`config.mk`:
```
export PLATFORM = sky130hd
export DESIGN_NAME = wb_conbus_rr
export DESIGN_NICKNAME = d
export VERILOG_FILES = /design/src/rtl/wb_bus_pkg.sv /design/src/rtl/wb_rr_arbiter.sv /design/src/rtl/wb_conbus_rr.sv
export SDC_FILE = /design/constraint.sdc
export NUM_CORES = 1
export LEC_CHECK = 0
export BUFFER_PORTS_ARGS = -buffer_cell sky130_fd_sc_hd__buf_2
export CAP_MARGIN = 30
export CORE_AREA = 5 5 173 175
export DETAILED_ROUTE_END_ITERATION = 6
export DIE_AREA = 0 0 178 180
export PLACE_DENSITY = 0.39
export SLEW_MARGIN = 20
export SYNTH_ARGS = -nofsm -noshare
export SYNTH_HDL_FRONTEND = slang
export SYNTH_HIERARCHICAL = 1
export SYNTH_SLANG_ARGS = --single-unit
export TNS_END_PERCENT = 30
```
`constraint.sdc`:
```
create_clock -name sys_clk -period 2 [get_ports sys_clk]
set_input_delay 0.1 -clock sys_clk [delete_from_list [all_inputs] [get_ports sys_clk]]
set_output_delay 0.1 -clock sys_clk [all_outputs]
set_load 0.03 [all_outputs]
```
`src/rtl/wb_bus_pkg.sv`:
```
// Shared definitions for the Wishbone shared-bus interconnect.
//   - Bus field widths (address, data, byte select).
//   - clog2 helper for sizing index signals.
//   - Bus state encoding used by the arbiter and the top level.
package wb_bus_pkg;

  localparam int WB_ADR_W = 32;
  localparam int WB_DAT_W = 32;
  localparam int WB_SEL_W = 4;

  // Ceiling log2. Returns 0 for a value of 1, so callers that need
  // a signal of at least one bit must clamp the result.
  function automatic int clog2(input int value);
    int r;
    r = 0;
    while ((1 << r) < value) r++;
    return r;
  endfunction

  typedef enum logic {
    IDLE = 1'b0,
    BUSY = 1'b1
  } bus_state_e;

endpackage

```
`src/rtl/wb_rr_arbiter.sv`:
```
// Round-robin bus arbiter with a hold-for-whole-cycle grant.
//   clk, rst   : clock, asynchronous active-high reset
//   req        : per-master request (Wishbone cyc)
//   state      : IDLE or BUSY (registered)
//   grant_idx  : index of the granted master (valid while BUSY)
//   grant_oh   : one-hot grant, all zero while IDLE
// The search starts at ptr_q and wraps. A release always passes through
// one IDLE cycle, after which ptr_q points just past the last owner.
module wb_rr_arbiter
  import wb_bus_pkg::*;
#(
  parameter int NM = 2,
  localparam int IW = (NM > 1) ? clog2(NM) : 1
) (
  input  logic          clk,
  input  logic          rst,
  input  logic [NM-1:0] req,
  output bus_state_e    state,
  output logic [IW-1:0] grant_idx,
  output logic [NM-1:0] grant_oh
);

  logic [IW-1:0] ptr_q;
  logic [IW-1:0] pick_idx;
  logic [IW-1:0] ptr_next;
  int            cand;

  // Walk the requesters from ptr_q upward (wrapping). Iterating the offset
  // downward lets the smallest offset overwrite the others.
  // NOTE: every always_comb output gets a default first so no path leaves
  // it unassigned; otherwise synthesis infers a latch.
  always_comb begin
    pick_idx = ptr_q;
    cand     = 0;
    for (int k = NM - 1; k >= 0; k--) begin
      cand = int'(ptr_q) + k;
      if (cand >= NM) cand = cand - NM;
      if (req[cand]) pick_idx = IW'(cand);
    end
  end

  assign ptr_next = (grant_idx == IW'(NM - 1)) ? '0 : grant_idx + 1'b1;

  // NOTE: sequential state uses non-blocking assignments so every register
  // samples pre-edge values regardless of statement order.
  always_ff @(posedge clk or posedge rst) begin
    if (rst) begin
      state     <= IDLE;
      grant_idx <= '0;
      grant_oh  <= '0;
      ptr_q     <= '0;
    end else begin
      case (state)
        IDLE: begin
          if (|req) begin
            state     <= BUSY;
            grant_idx <= pick_idx;
            grant_oh  <= NM'(1) << pick_idx;
          end
        end
        BUSY: begin
          if (!req[grant_idx]) begin
            state    <= IDLE;
            grant_oh <= '0;
            ptr_q    <= ptr_next;
          end
        end
        default: state <= IDLE;
      endcase
    end
  end

endmodule

```
`src/rtl/wb_conbus_rr.sv`:
```
// Parametrised Wishbone shared-bus interconnect (NM masters, NS slaves).
//   sys_clk, sys_rst        : clock, asynchronous active-high reset
//   m_*_i / m_*_o           : master-side ports, packed per master
//   m_dat_o                 : read data broadcast to all masters
//   s_adr_o/dat_o/sel_o/we_o: shared slave request fields
//   s_cyc_o, s_stb_o        : per-slave cycle and strobe
//   s_dat_i, s_ack_i        : per-slave read data and acknowledge
// Round-robin arbitration holds the grant for the whole bus cycle. The
// granted address is decoded against S_ADDR (lowest matching entry wins);
// an unmatched address is terminated with a repeating registered error.
// A watchdog ends stalled slave cycles with a one-cycle error after
// TIMEOUT cycles of strobe without ack (TIMEOUT = 0 disables it).
module wb_conbus_rr
  import wb_bus_pkg::*;
#(
  parameter int                      NM       = 2,
  parameter int                      NS       = 6,
  parameter int                      S_ADDR_W = 3,
  parameter logic [NS*S_ADDR_W-1:0]  S_ADDR   = {3'b110, 3'b101, 3'b100, 3'b011, 3'b010, 3'b000},
  parameter int                      TIMEOUT  = 255,
  parameter int                      TO_W     = 8
) (
  input  logic                   sys_clk,
  input  logic                   sys_rst,
  input  logic [NM*WB_ADR_W-1:0] m_adr_i,
  input  logic [NM*WB_DAT_W-1:0] m_dat_i,
  output logic [WB_DAT_W-1:0]    m_dat_o,
  input  logic [NM*WB_SEL_W-1:0] m_sel_i,
  input  logic [NM-1:0]          m_we_i,
  input  logic [NM-1:0]          m_cyc_i,
  input  logic [NM-1:0]          m_stb_i,
  output logic [NM-1:0]          m_ack_o,
  output logic [NM-1:0]          m_err_o,
  output logic [WB_ADR_W-1:0]    s_adr_o,
  output logic [WB_DAT_W-1:0]    s_dat_o,
  output logic [WB_SEL_W-1:0]    s_sel_o,
  output logic                   s_we_o,
  output logic [NS-1:0]          s_cyc_o,
  output logic [NS-1:0]          s_stb_o,
  input  logic [NS*WB_DAT_W-1:0] s_dat_i,
  input  logic [NS-1:0]          s_ack_i
);

  localparam int IW = (NM > 1) ? clog2(NM) : 1;

  bus_state_e    state;
  logic [IW-1:0] grant_idx;
  logic [NM-1:0] grant_oh;
  logic          busy;

  wb_rr_arbiter #(.NM(NM)) u_arb (
    .clk       (sys_clk),
    .rst       (sys_rst),
    .req       (m_cyc_i),
    .state     (state),
    .grant_idx (grant_idx),
    .grant_oh  (grant_oh)
  );

  assign busy = (state == BUSY);

  // Granted master's request; all zero while no master owns the bus.
  logic [WB_ADR_W-1:0] g_adr;
  logic [WB_DAT_W-1:0] g_dat;
  logic [WB_SEL_W-1:0] g_sel;
  logic                g_we;
  logic                g_cyc;
  logic                g_stb;

  always_comb begin
    g_adr = '0;
    g_dat = '0;
    g_sel = '0;
    g_we  = 1'b0;
    g_cyc = 1'b0;
    g_stb = 1'b0;
    if (busy) begin
      g_adr = m_adr_i[grant_idx*WB_ADR_W +: WB_ADR_W];
      g_dat = m_dat_i[grant_idx*WB_DAT_W +: WB_DAT_W];
      g_sel = m_sel_i[grant_idx*WB_SEL_W +: WB_SEL_W];
      g_we  = m_we_i[grant_idx];
      g_cyc = m_cyc_i[grant_idx];
      g_stb = m_stb_i[grant_idx];
    end
  end

  // Address decode. Gated by busy: the idle address of zero would
  // otherwise select whichever slave owns the all-zero region.
  logic [NS-1:0] sel;
  logic          hit;

  always_comb begin
    sel = '0;
    hit = 1'b0;
    for (int i = NS - 1; i >= 0; i--) begin
      if (busy && (g_adr[WB_ADR_W-1 -: S_ADDR_W] == S_ADDR[i*S_ADDR_W +: S_ADDR_W])) begin
        sel    = '0;
        sel[i] = 1'b1;
        hit    = 1'b1;
      end
    end
  end

  // Selected slave's response; acks from other slaves never reach a master.
  logic [WB_DAT_W-1:0] rd_dat;
  logic                ack_sel;

  always_comb begin
    rd_dat = '0;
    for (int i = 0; i < NS; i++) begin
      if (sel[i]) rd_dat = s_dat_i[i*WB_DAT_W +: WB_DAT_W];
    end
  end

  assign ack_sel = |(s_ack_i & sel);

  // Watchdog and unmapped-address error state.
  logic [TO_W-1:0] wd_cnt;
  logic            err_q;
  logic            timeout;
  logic            stb_pend;

  assign stb_pend = g_cyc & g_stb;
  assign timeout  = (TIMEOUT != 0) && stb_pend && hit && (wd_cnt == TO_W'(TIMEOUT));

  // NOTE: only control state is reset; the bus outputs are pure functions
  // of the reset registers and so fall to zero with them.
  always_ff @(posedge sys_clk or posedge sys_rst) begin
    if (sys_rst) begin
      wd_cnt <= '0;
      err_q  <= 1'b0;
    end else begin
      // Unmapped strobe: error on the next cycle, then one quiet cycle,
      // repeating for as long as the strobe is held.
      err_q <= stb_pend & ~hit & ~err_q;

      if (!busy || ack_sel || err_q || timeout) begin
        wd_cnt <= '0;
      end else if ((TIMEOUT != 0) && stb_pend && hit) begin
        wd_cnt <= wd_cnt + 1'b1;
      end
    end
  end

  // Slave side. The strobe is withdrawn in the timeout cycle so the slave
  // does not complete a transfer the master is told has failed.
  assign s_adr_o = g_adr;
  assign s_dat_o = g_dat;
  assign s_sel_o = g_sel;
  assign s_we_o  = g_we;
  assign s_cyc_o = sel & {NS{g_cyc}};
  assign s_stb_o = sel & {NS{g_stb & ~timeout}};

  // Master side. grant_oh is zero while idle, so non-owners see nothing,
  // and error always masks a coincident ack.
  assign m_dat_o = rd_dat;
  assign m_ack_o = grant_oh & {NM{ack_sel & ~timeout & ~err_q}};
  assign m_err_o = grant_oh & {NM{err_q | timeout}};

endmodule

```
---- Yosys cells after proc, flatten, opt, wreduce, memory -nomap -nowiden ----
Index checks and enable logic that the tools add are counted.
word-level totals
  logic and storage cells ................. 113
  bits in latches ......................... 0
  ROM bits ................................ 0
  input bits .............................. 342
  memories ................................ 0
  register bits after elaboration ......... 14
  RAM bits ................................ 0
  output and inout port bits .............. 117
operators by class
  divide/modulo/power cells ............... 0
  multiply operators ...................... 0
  muxes and demuxes ....................... 49
  shift-type cells ........................ 4
  bitwise logic cells ..................... 17
  reductions and logical operators ........ 19
  eq/ne operators ......................... 8
  magnitude comparators ................... 5
  $add $sub $neg .......................... 5
operators with widths
  operator                                                                              count
  32-bit two-way mux                                                                    10
  64-bit by 7-bit indexed part select with 32-bit output                                2
  32-bit by 3-bit less-than comparator with 1-bit output, second input constant         2
  6-bit two-way mux                                                                     6
  32-bit by 3-bit greater-or-equal comparator with 1-bit output, second input constant  1
  32-bit by 3-bit subtractor with 32-bit output, second input constant                  1
  1-bit two-way mux                                                                     26
  6-bit AND                                                                             3
  8-bit two-way mux                                                                     2
  3-bit equality test, second input constant                                            3
  8-bit by 1-bit adder with 8-bit output, second input constant                         1
  8-bit equality test, second input constant                                            1
  1-bit logical AND                                                                     8
  8-bit by 4-bit indexed part select with 4-bit output                                  1
  1-bit AND                                                                             6
  3-bit by 2-bit equality test with 1-bit output, second input constant                 2
  2-bit AND reduction                                                                   3
  6-bit OR reduction                                                                    1
  1-bit inverter                                                                        5
  2-bit AND                                                                             2
  2-bit two-way mux                                                                     2
  4-bit two-way mux                                                                     1
  2-bit case mux with 2 select lines                                                    1
  3-bit zero test                                                                       1
  14 further kinds                                                                      16

---- Depth between registers and ports, before layout ----
  depth in word-level cells ............... 16
  mapped depth ............................ 9
  mapped depth without buffers ............ 6

---- Hierarchy ----
The synthesis kept the hierarchy.
modules (own cells, without submodules)
  module         seq. area each (um^2)  instances  area an instance (um^2)  cells each
  wb_conbus_rr   225.2                  1          3390.8                   519
  wb_rr_arbiter  125.1                  1          240.2                    26

---- Worst setup path after synthesis ----
No wires, ideal clock.
  path type ............................... register -> output
  from .................................... reg u_arb.grant_idx
  to ...................................... out m_dat_o[0]
  path buffers ............................ 3
  stages on the path, launching flop included .. 7
  slack ................................... -0.363 ns
  arrival ................................. 2.263 ns
  data required time ...................... 1.900 ns
  cells stage by stage .................... dfrtp_1 > buf_6 > mux2_2 > buf_2 > clkbuf_1 > o32a_1 > o21ai_0
between the ends
  longest elaborated chain between the ends .. 15
  elaborated cells on any way between the ends .. 26
  classes of those cells .................. eq/ne (5); shift (1); mux (13); reduce/logical (7)
ends and longest elaborated chain
  item                                                        line                 source
  start, declared                                             wb_rr_arbiter.sv:19  output logic [IW-1:0] grant_idx,
  start signal, assigned                                      wb_rr_arbiter.sv:57  grant_idx <= pick_idx;
  64-bit by 7-bit indexed part select with 32-bit output (*)  wb_conbus_rr.sv:78   g_adr = m_adr_i[grant_idx*WB_ADR_W +: WB_ADR_W];
  32-bit two-way mux (*)                                      wb_conbus_rr.sv:77   if (busy) begin
  3-bit equality test                                         wb_conbus_rr.sv:96   if (busy && (g_adr[WB_ADR_W-1 -: S_ADDR_W] == S_ADDR[i*S_ADDR_W +: S_ADDR_W])) begin
  1-bit logical AND                                           wb_conbus_rr.sv:96
  6-bit two-way mux (4 in a row)                              wb_conbus_rr.sv:96
  6-bit two-way mux (*)                                       wb_conbus_rr.sv:96
  32-bit two-way mux (5 in a row)                             wb_conbus_rr.sv:111  if (sel[i]) rd_dat = s_dat_i[i*WB_DAT_W +: WB_DAT_W];
  32-bit two-way mux (*)                                      wb_conbus_rr.sv:111
  end, declared                                               wb_conbus_rr.sv:27   output logic [WB_DAT_W-1:0] m_dat_o,
Every way passes the cells marked *; elsewhere a longest branch is shown, timed or not.

---- Worst setup path after layout ----
  from .................................... reg u_arb.grant_idx
  to ...................................... out m_dat_o[28]
Same word-level chain as after synthesis.

==> flow_summary_export.csv <==
group,metric,value,unit
power_and_ir_drop,cellPowerDensity,956.9,nW/um^2
timing,setup_tns,-15.24,ns
final_layout,drive_above_1_share,0.6010,
final_layout,syn2layout_area_growth,111.3,%
grt,grt_pass1_wl,39480,um
worst_hold_path,hold_start,"m_cyc_i[0]",
place,io_buffers,458,
place,pre_cts_slack,-0.2238,ns
final_layout,instances_no_fill,1416,
timing,worst_pin_slew,0.6910,ns
drt,avgViaCountPerCell,4.356,
worst_setup_path,r2r_cells,8,
logic_synthesis,syn-instance-count,545,
clocking,clockRootBuffer,"clkbuf_16",
timing,slew_headroom,0.5345,
worst_setup_path,r2r_slack,-0.07,ns
logic_synthesis,synth_edf_count,0,
timing,fin_skew,0.0009934,ns
clocking,cts_max_path_buffers,2,
timing,finalCriticalPeriod,2.385,ns
clocking,clkSlewWorstSetupHoldPaths,0.05,ns
logic_synthesis,synthFlopType,"dfrtp_1",
grt,grt_pass1_vias,6209,
clocking,cts-buffers-inserted,3,
worst_setup_path,regToRegEndpoint,"wd_cnt[3]$_DFFE_PP0P_",
drt,drtIter0Drc,172,
logic_synthesis,ys_warn_count,6,
grt,overflow,0,
worst_hold_path,hold_path.class,"in2reg",
timing,period_share,1.193,
drt,dr.pass1.iters,4,
place,placed_cells,1399,
final_layout,nets,1374,
timing,fmax,419.2,MHz
worst_setup_path,crit_path_end_kind,"primary output",
timing,rsz0062_at_grt,"yes",
worst_setup_path,timing.rr.start,"u_arb/grant_idx$_DFFE_PP0P_",
run,cap_viol_max_count,0,
worst_hold_path,holdPathEnd,"u_arb/state$_DFF_PP0_",
timing,fin_ws,-0.3853,ns
logic_synthesis,synth_area_leaders,"mux2i_1 20%, nor2_1 15%, dfrtp_1 9.6%",
clocking,htreeDepth,1,
worst_setup_path,cpPeakStageDelay,0.52,ns
floorplan,die_w,178,um
timing,holdWs,0.1843,ns
floorplan,fp-row-count,62,
worst_setup_path,worstPathCellList,"or3b_1, a21oi_4, buf_12, buf_4, a21oi_1, o32a_1, o21ai_2, buf_6",
floorplan,coreArea,28310,sq um
floorplan,die-area,32040,sq um
run_status,status,"complete, but fails checks",
logic_synthesis,synth_top_cell_by_area,"mux2i_1",
logic_synthesis,syn-num-nets,888,
run_status,violations,"setup timing",
place,gp_congestion,0.8798,
worst_setup_path,crit_family,"compound AO/OA/AOI/OAI gates",
logic_synthesis,yosysMostFrequentCell,"nor2_1",
clocking,cts.sinks,14,
grt,grt_max_degree,71,
worst_hold_path,min_path_cells,3,
floorplan,die_h,180,um
worst_setup_path,arrival,2.29,ns
grt,antenna_found_initial,6,
worst_setup_path,crit_type,"reg2out",
clocking,tritoncts,"built",
drt,wirelength,28110,um
logic_synthesis,netlist_area,3631,sq um
worst_setup_path,cp.required,1.90,ns
drt,ant_nets,0,
logic_synthesis,yosysTopAreaCellShare,0.1957,
grt,track_usage,0.1595,
drt,drc,0,
drt,vias,6168,
floorplan,ios,459,
logic_synthesis,synth-seq-cells,14,
logic_synthesis,ys_types,50,
worst_setup_path,critPathSlowestCell,"dfrtp_4",
floorplan,initial_core_util,0.1282,
place,place_hpwl,24720,um
timing,slew_viol_final,0,
power_and_ir_drop,cellLeakagePower,3.980,nW
power_and_ir_drop,peakVddDrop,0.4595,mV
logic_synthesis,syn_avg_cell_area,6.662,sq um
drt,post_drt_wl_per_cell,19.85,um
worst_setup_path,critPathMaxFanout,13,
logic_synthesis,ys_seq_area_frac,0.09649,
worst_setup_path,cp_num_buf_inv,3,
clocking,worstSkewPairLatency,0.24,ns
timing,setup_viol,72,
logic_synthesis,ys_async_sr_fraction,1.000,
worst_setup_path,start_kind,"register",
timing,hold_violations,0,
logic_synthesis,synth_common_cells,"142 x nor2_1, 71 x mux2i_1, 40 x nand2_1",
==> worst max-delay path by stage <==
stage                                           start           to  slack, ns  cells past startpoint
after floorplan                 u_arb/state$_DFF_PP0_   s_stb_o[0]      -0.19                      6
after global placement    u_arb/grant_idx$_DFFE_PP0P_   m_dat_o[0]      -0.20                      7
after detailed placement  u_arb/grant_idx$_DFFE_PP0P_  m_dat_o[29]      -0.22                      8
after CTS                 u_arb/grant_idx$_DFFE_PP0P_  m_dat_o[23]      -0.40                      8
after global routing      u_arb/grant_idx$_DFFE_PP0P_  m_dat_o[18]      -0.46                      8
final                     u_arb/grant_idx$_DFFE_PP0P_  m_dat_o[28]      -0.39                      8
==> flip-flops by register name, summed over array words and instances (netlist names) <==
register         flops
wd_cnt               8
u_arb/grant_oh       2
err_q                1
u_arb/grant_idx      1
u_arb/ptr_q          1
u_arb/state          1
==> per-layer routing <==
layer	wire length, um	track usage	vias to the layer above	part of all wire
met5	0	0	-	0
met4	760	0.03775	0	0.027
met3	2203	0.02626	38	0.078
met2	14880	0.3129	337	0.53
met1	10270	0.1750	2812	0.37
li1	-	-	2981	-
==> final cells by class <==
type / instances / area [sq um]
Inverter: 7 / 30.03
Timing Repair Buffer: 536 / 3322
Tap cell: 384 / 480.5
Multi-Input combinational cell: 469 / 3391
Antenna cell: 2 / 5.005
Clock buffer: 4 / 88.84
Sequential cell: 14 / 355.3
Fill cell: 3218 / 20640
==> metrics by stage <==
step | util | area, sq um | total power [mW]
finish | 0.2710 | 7672 | 7.342
global route | 0.2709 | 7670 | 7.773
floorplan | - | 3854 | 4.243
detailed placement | 0.2507 | 7099 | 6.540
CTS | 0.2637 | 7467 | 7.297
global placement | 0.2507 | 7099 | 6.539
==> worst min-delay path: stages <==
cell,delay (ns)
buf_2,0.14
nor2_1,0.10
a21oi_1,0.05
==> cell usage in the layout (no fill, tap or decap), drive strengths merged, types with 5 or more instances in the layout <==
cell	Yosys	routed
buf	33	534
nor2	142	142
mux2i	71	71
nand2	41	41
o21ai	38	38
a21oi	37	37
a221oi	33	33
o32a	32	32
nor3	16	16
dfrtp	14	14
xor2	7	7
inv	7	6
and2	5	5
clkbuf	22	5
==> power breakdown <==
part	internal, mW	total (mW)	switching, mW	leakage (nW)
clock	0.304	0.429	0.125	0.0442
combinational	2.67	6.52	3.86	3.75
sequential	0.333	0.392	0.0596	0.183
total	3.30	7.34	4.04	3.98
==> cell families after synthesis <==
logic type	count (synthesis)	share of synthesized area
compound gates	159	0.3284
xor+xnor	9	0.02171
fa+ha+maj	1	0.003445
buf+inv	62	0.07857
flops	14	0.09649
mux	74	0.2050
simple gates	226	0.2664
==> repair_timing <==
action / CTS / global route
pin swaps: 7 / 13
gates cloned: 0 / 1
hold buffers: 1 / 0
endpoints found under the hold margin: 14 / 0
gates resized for setup: 72 / 26
setup buffers: 2 / 7
setup endpoints to repair: 81 / 117
Power figures use the tool's default switching activity.
